[src/rtl/tdm_demux_pkg.sv]
`default_nettype none
// ============================================================================
//  Module      : tdm_demux_pkg
//  Description : Shared constants and types for the 1:4 TDM demultiplexer.
//  Revision    : 1.0 - initial release
// ============================================================================
package tdm_demux_pkg;

    localparam int LANES = 4;
    localparam int SEL_W = 2;

    // Index of the lane whose beat completes a frame
    localparam logic [SEL_W-1:0] c_last_lane = SEL_W'(LANES - 1);

    typedef enum logic {
        HUNT    = 1'b0,
        COLLECT = 1'b1
    } state_t;

endpackage : tdm_demux_pkg
`default_nettype wire

[src/rtl/tdm_demux_lane_cnt.sv]
`default_nettype none
// ============================================================================
//  Module      : tdm_demux_lane_cnt
//  Description : Lane pointer for the TDM demux. A sync beat always lands in
//                lane 0, so sync forces the pointer to 1; an ordinary aligned
//                beat advances it modulo 4. Flags the last lane of a frame.
//  Revision    : 1.0 - initial release
// ============================================================================
module tdm_demux_lane_cnt
    import tdm_demux_pkg::*;
(
    input  logic             clk,
    input  logic             rst_n,
    input  logic             inc,
    input  logic             sync,
    output logic [SEL_W-1:0] lane_sel,
    output logic             last
);

    logic [SEL_W-1:0] r_sel;

    // Lane pointer: sync wins over increment so an early sync realigns at once
    always_ff @(posedge clk or negedge rst_n) begin
        if (!rst_n) begin
            r_sel <= '0;
        end else if (sync) begin
            r_sel <= SEL_W'(1);
        end else if (inc) begin
            r_sel <= r_sel + SEL_W'(1);
        end
    end

    assign lane_sel = r_sel;
    assign last     = (r_sel == c_last_lane);

endmodule : tdm_demux_lane_cnt
`default_nettype wire

[src/rtl/tdm_demux_1to4.sv]
`default_nettype none
// ============================================================================
//  Module      : tdm_demux_1to4
//  Description : Receive end of a 4:1 TDM link. Rebuilds four parallel lanes
//                from the serial beat stream and presents one registered
//                frame per valid/ready handshake. Frames that complete while
//                the output is still full are dropped and flagged (overrun).
//  Config      : TDM_DEMUX_FRAME_ERR_EN - when defined, an early sync while
//                aligned pulses frame_err; otherwise frame_err is tied low.
//  Revision    : 1.0 - initial release
// ============================================================================
module tdm_demux_1to4
    import tdm_demux_pkg::*;
#(
    parameter int WIDTH = 1
) (
    input  logic                   clk,
    input  logic                   rst_n,
    input  logic [WIDTH-1:0]       din,
    input  logic                   din_valid,
    input  logic                   sync_in,
    output logic [SEL_W-1:0]       lane_sel,
    output logic [LANES*WIDTH-1:0] out_data,
    output logic                   out_valid,
    input  logic                   out_ready,
    output logic                   overrun,
    output logic                   frame_err
);

    state_t                       r_state;
    state_t                       w_state_nxt;
    logic [SEL_W-1:0]             w_lane_sel;
    logic                         w_last;
    logic                         w_sync_beat;
    logic                         w_inc;
    logic                         w_beat_wr;
    logic [SEL_W-1:0]             w_wr_sel;
    logic                         w_complete;
    logic                         w_load;
    logic [(LANES-1)*WIDTH-1:0]   w_lanes;
    logic [LANES*WIDTH-1:0]       r_out_data;
    logic                         r_out_valid;
    logic                         r_overrun;

    // A sync beat is lane 0 regardless of state; other beats only count once aligned
    assign w_sync_beat = din_valid && sync_in;
    assign w_inc       = din_valid && !sync_in && (r_state == COLLECT);
    assign w_beat_wr   = w_sync_beat || w_inc;
    assign w_wr_sel    = sync_in ? '0 : w_lane_sel;

    // Lane-3 beat completes the frame; it bypasses the lane regs straight into the output
    assign w_complete  = w_inc && w_last;
    assign w_load      = w_complete && (!r_out_valid || out_ready);

    tdm_demux_lane_cnt u_lane_cnt (
        .clk      (clk),
        .rst_n    (rst_n),
        .inc      (w_inc),
        .sync     (w_sync_beat),
        .lane_sel (w_lane_sel),
        .last     (w_last)
    );

    // State register
    always_ff @(posedge clk or negedge rst_n) begin
        if (!rst_n) begin
            r_state <= HUNT;
        end else begin
            r_state <= w_state_nxt;
        end
    end

    // Next state: any sync beat aligns us; alignment is only lost through reset
    always_comb begin
        w_state_nxt = r_state;
        if (w_sync_beat) begin
            w_state_nxt = COLLECT;
        end
    end

    // Lane holding registers for lanes 0..2
    generate
        for (genvar k = 0; k < LANES - 1; k++) begin : g_lane
            logic [WIDTH-1:0] r_lane;

            // Capture the beat addressed to this lane
            always_ff @(posedge clk or negedge rst_n) begin
                if (!rst_n) begin
                    r_lane <= '0;
                end else if (w_beat_wr && (w_wr_sel == SEL_W'(k))) begin
                    r_lane <= din;
                end
            end

            assign w_lanes[k*WIDTH +: WIDTH] = r_lane;
        end
    endgenerate

    // Output register and handshake: load a completed frame if the slot is free or draining
    always_ff @(posedge clk or negedge rst_n) begin
        if (!rst_n) begin
            r_out_data  <= '0;
            r_out_valid <= 1'b0;
        end else if (w_load) begin
            r_out_data  <= {din, w_lanes};
            r_out_valid <= 1'b1;
        end else if (r_out_valid && out_ready) begin
            r_out_valid <= 1'b0;
        end
    end

    // Overrun pulse: a frame completed but the output slot was still occupied
    always_ff @(posedge clk or negedge rst_n) begin
        if (!rst_n) begin
            r_overrun <= 1'b0;
        end else begin
            r_overrun <= w_complete && !w_load;
        end
    end

`ifdef TDM_DEMUX_FRAME_ERR_EN
    logic r_frame_err;

    // Frame error pulse: sync arrived while aligned but mid-frame
    always_ff @(posedge clk or negedge rst_n) begin
        if (!rst_n) begin
            r_frame_err <= 1'b0;
        end else begin
            r_frame_err <= w_sync_beat && (r_state == COLLECT) && (w_lane_sel != '0);
        end
    end

    assign frame_err = r_frame_err;
`else
    assign frame_err = 1'b0;
`endif

    assign lane_sel  = w_lane_sel;
    assign out_data  = r_out_data;
    assign out_valid = r_out_valid;
    assign overrun   = r_overrun;

endmodule : tdm_demux_1to4
`default_nettype wire

[config.mk]
export PLATFORM = sky130hd
export DESIGN_NAME = tdm_demux_1to4
export DESIGN_NICKNAME = d
export VERILOG_FILES = /design/src/rtl/tdm_demux_pkg.sv /design/src/rtl/tdm_demux_lane_cnt.sv /design/src/rtl/tdm_demux_1to4.sv
export SDC_FILE = /design/constraint.sdc
export NUM_CORES = 1
export LEC_CHECK = 0
export CELL_PAD_IN_SITES_DETAIL_PLACEMENT = 1
export CELL_PAD_IN_SITES_GLOBAL_PLACEMENT = 2
export CORE_UTILIZATION = 31
export CTS_BUF_LIST = sky130_fd_sc_hd__clkbuf_8
export DETAILED_ROUTE_END_ITERATION = 10
export HOLD_SLACK_MARGIN = 0.12
export PLACE_DENSITY_LB_ADDON = 0.1
export SYNTH_ARGS = -nofsm -noshare
export SYNTH_HDL_FRONTEND = slang
export SYNTH_HIERARCHICAL = 1
export SYNTH_SLANG_ARGS = --single-unit
export TNS_END_PERCENT = 10
[constraint.sdc]
create_clock -name clk -period 1.5 [get_ports clk]
set_input_delay 0.3 -clock clk [delete_from_list [all_inputs] [get_ports clk]]
set_output_delay 0.3 -clock clk [all_outputs]
set_load 0.005 [all_outputs]
After elaboration in Yosys (flattened, before gate mapping):

Index checks and enable logic that the tools add are counted.

* register bits: 12
* bits of input ports: 6

* mux-type cells: 5
* $add $sub $neg: 1
* reduce and logical (&&, ||, !) cells: 18
* equal/unequal tests: 3

Operators by type and width (count)
* logical AND 1 bit: 10
* 2-to-1 mux 2 bit: 3
* == test 2 bit (second input constant): 2
* nonzero test 2 bit: 2
* logical NOT 1 bit: 3
* adder 2 x 1 -> 2 bit (second input constant): 1
* == test 2 x 1 -> 1 bit (second input constant): 1
* logical NOT 2 bit: 1
* logical OR 1 bit: 2
* 2-to-1 mux 1 bit: 2

Longest topological paths before layout:

* depth after elaboration: 7
* depth in mapped cells: 4
* gate-level depth less buffers: 3

Modules after synthesis:

Netlist, hierarchy kept.

Modules (own cells, without submodules)
* tdm_demux_1to4: instances 1, cells an instance 32, area an instance 451.7 um^2, sequential area each 250.2 um^2
* tdm_demux_lane_cnt: instances 1, cells an instance 7, area an instance 91.3 um^2, sequential area each 50.0 um^2

Least setup slack after synthesis:

OpenSTA, ideal clock, no wires.

* kind: reg2reg
* start: register u_lane_cnt.r_sel[0] (netlist: u_lane_cnt/lane_sel[0])
* end: register r_out_data[0] (netlist: out_data[0])
* stages on the path, launching flop included: 4
* setup slack: 312 ps
* required time: 1375 ps
* period minus slack after synthesis: 1188 ps
* arrival time: 1063 ps
* buffers on the path: 0
* cells stage by stage: dfrtp_1 > ha_1 > nand3_4 > mux2_4

* word-level cells in the longest chain between the ends: 3

Ends and longest elaborated chain
* start, declared: RTL line tdm_demux_lane_cnt.sv:20 `logic [SEL_W-1:0] r_sel;`
* start signal, assigned: RTL line tdm_demux_lane_cnt.sv:29 `r_sel <= r_sel + SEL_W'(1);`
* == test 2 bit: RTL line tdm_demux_lane_cnt.sv:34 `assign last = (r_sel == c_last_lane);`
* via w_last: RTL line tdm_demux_1to4.sv:33 `logic w_last;`
* logical AND 1 bit: RTL line tdm_demux_1to4.sv:52 `assign w_complete = w_inc && w_last;`
* logical AND 1 bit: RTL line tdm_demux_1to4.sv:53 `assign w_load = w_complete && (!r_out_valid || out_ready);`
* end signal, assigned: RTL line tdm_demux_1to4.sv:105 `r_out_data <= {din, w_lanes};`
* end, declared: RTL line tdm_demux_1to4.sv:41 `logic [LANES*WIDTH-1:0] r_out_data;`

The timed path passes the listed nets, and every way through them passes these cells.
A chain may end at the register's enable or synchronous reset.

Worst setup path in the final report:

* start: register u_lane_cnt.r_sel[1] (netlist: u_lane_cnt/lane_sel[1])
* end: output port lane_sel[1]

RTL lines
* end, declared: RTL line tdm_demux_1to4.sv:22 `output logic [SEL_W-1:0] lane_sel,`

No word-level cell between the ends.

==> metrics.txt <==
Pleak=0.336 nW; PortBufs=13; synth warn=6; Non-Filler Instances=72; synthesized instance count=39; postcts setup bufs=0; clock sinks=12; Final Critical Period=1450 ps; type of origin of the critical path=flip-flop; PwrDens=1580 nW/um^2; clk root buf=clkbuf_8; gpl congestion=0.728; critical path fanouts, max=6; Max VDD drop=0.659 mV; H-tree depth=1; Die X=43.9 um; Tot GR Track Use=0.126; sw frac=0.236; setup violators final=0; FF-to-FF path depth=3; Worst Setup SP=u_lane_cnt/lane_sel[1]$_DFFE_PN0P_; sequential area share after synthesis=0.553; Netlist cell types=20; crit path capture type=output pin; DP Wirelength=730 um; Syn Area/Cell=13.9 um^2; power share of the sequential group=0.414; worst endpoint data arrival time=1150 ps; Comb power frac=0.293; first-pass GRT wire length=1770 um; grt ovf=0; RR Startpoint=u_lane_cnt/lane_sel[0]$_DFFE_PN0P_; WL/cell=12.9 um; share of cells above drive strength 1=0.304; Fmax=692 MHz; CP Cell Sequence=clkdlybuf4s50_1; cts bufs inserted=3; Worst slew margin=0.656; Net Sw Power=279 uW; Max Buffers Root-to-Sink=2; worst hold path class=in -> async; top-area cell type share of the netlist area=0.553; Crit Path Class=reg -> out; Die ar.=1920 um^2; # fillers=173; Synth Net Count=46; Clock Latency Late Sink=240 ps; failing checks=DRC; #FFs+latches synth=12; clock-pin slew on the worst setup and hold paths=50 ps; n_diodes=0; Remaining DRCs=1; final hold viol count=0; Rows=14; crit-path leading delay family=buffers and inverters; initial core utilization=0.344; vias in the first global route=404; number of max-cap violations=0; detailed-router iteration count before antenna repair=6; largest net degree at the start of global routing=13; core area=1580 um^2; critical path depth=1; final hold slack=405 ps; Setup TNS Final=0 ps; fin. max-slew vios=0; highest-delay cell along the critical path=clkdlybuf4s50_1; CP Data Required Time=1200 ps; Nets=64; Clock power frac=0.293; Clock Skew=2.09 ps; Routed Antenna Nets=0; part of the cycle the worst path needs=0.964; max incr delay on CP=510 ps; setup ws final=54.1 ps; drt via density=4.75; hold buffers post-CTS=0; Pint=905 uW; IO Pins=15; CTS tree=built; Inst Count DP=68; DR vias=342; worst path bufs/invs=1; Die Height=43.9 um; Starting DRT DRC Count=5; synthesized cell area=543 um^2; status=finished with violations; Synth area leaders=dfrtp_1 (55%), mux2_4 (11%), mux2_2 (4.1%); Tightest Pin Transition=514 ps; RSZ-0062 raised after global routing=no; antenna violations before repair=0; DP Worst Slack=-176 ps; Post-Route WL=927 um; cell taking the most area after synthesis=dfrtp_1; area grow syn2layout=38.0%; most frequent cells in the layout=clkdlybuf4s50_1 (12), dfrtp_1 (10), mux2_4 (4), clkbuf_8 (4); most frequent standard cell in the layout excluding fill and tap cells=clkdlybuf4s50_1
## registers in the layout, indices dropped and copies added (netlist names)
signal               count
out_data                 4
g_lane.r_lane            3
u_lane_cnt/lane_sel      2
out_valid                1
overrun                  1
r_state                  1
## Yosys cell counts
cell type,instances
dfrtp_1,12
mux2_4,4
mux2_2,2
nand2_1,2
nand2b_1,2
nand3b_1,2
nor2_1,2
and2_2,1
and3b_1,1
buf_4,1
buf_6,1
conb_1,1
ha_1,1
mux2_1,1
mux2i_1,1
nand3_4,1
nor3b_1,1
o21ai_0,1
or2_2,1
xnor2_1,1
## power groups by stage
| stage | registers, mW | logic (mW) | clock network [mW] |
|---|---|---|---|
| final | 0.490 | 0.347 | 0.347 |
| after detailed placement | 0.498 | 0.351 | 0 |
| after global routing | 0.510 | 0.384 | 0.379 |
| after global placement | 0.493 | 0.348 | 0 |
| after CTS | 0.493 | 0.354 | 0.361 |
| after floorplan | 0.490 | 0.173 | 0 |
## per-layer routing
layer,vias up,routed length [um],track usage
met3,3,57,0.0458
met4,0,15,0.0545
met2,13,474,0.215
met5,-,0,0
met1,164,379,0.141
li1,162,-,-
## metrics by stage
step	util	area, um^2	power [mW]
final	0.475	749	1.18
after global routing	0.475	749	1.27
after CTS	0.473	746	1.21
after detailed placement	0.437	689	0.849
after global placement	0.437	689	0.841
after floorplan	-	543	0.663
## area by class of cell
class | instances | area, um^2 | area share
Sequential cell | 12 | 303 | 0.404
Timing Repair Buffer | 15 | 148 | 0.197
Clock buffer | 4 | 55.1 | 0.0735
Multi-Input combinational cell | 25 | 224 | 0.299
Tap cell | 16 | 20.0 | 0.0267
## cell families (layout without fill, tap and decap cells)
group	Yosys count	in the layout	synth area share
flops	12	12	0.553
mux	8	8	0.191
xor+xnor	1	1	0.0161
fa+ha+maj	1	1	0.0230
simple gates	13	13	0.166
compound gates	1	1	0.00921
buf+inv	2	19	0.0346
other cells	1	1	0.00691
## path summary, 6_finish.rpt
path                                                 endpoint  slack (ps)
max                                               lane_sel[1]          50
min                              g_lane[0].r_lane$_DFFE_PN0P_         410
max reg2reg                           out_data[0]$_DFFE_PN0P_         270
min reg2reg                      g_lane[2].r_lane$_DFFE_PN0P_         490
max in group asynchronous  u_lane_cnt/lane_sel[0]$_DFFE_PN0P_         720
min in group clk                 g_lane[2].r_lane$_DFFE_PN0P_         490
## timing repair
| action | in CTS | in global routing |
|---|---|---|
| gates resized for setup | 1 | 2 |
| endpoints found under the setup margin | 1 | 2 |
| pin swaps | 0 | 0 |
Note: power is estimated with default switching activity, not from simulation.
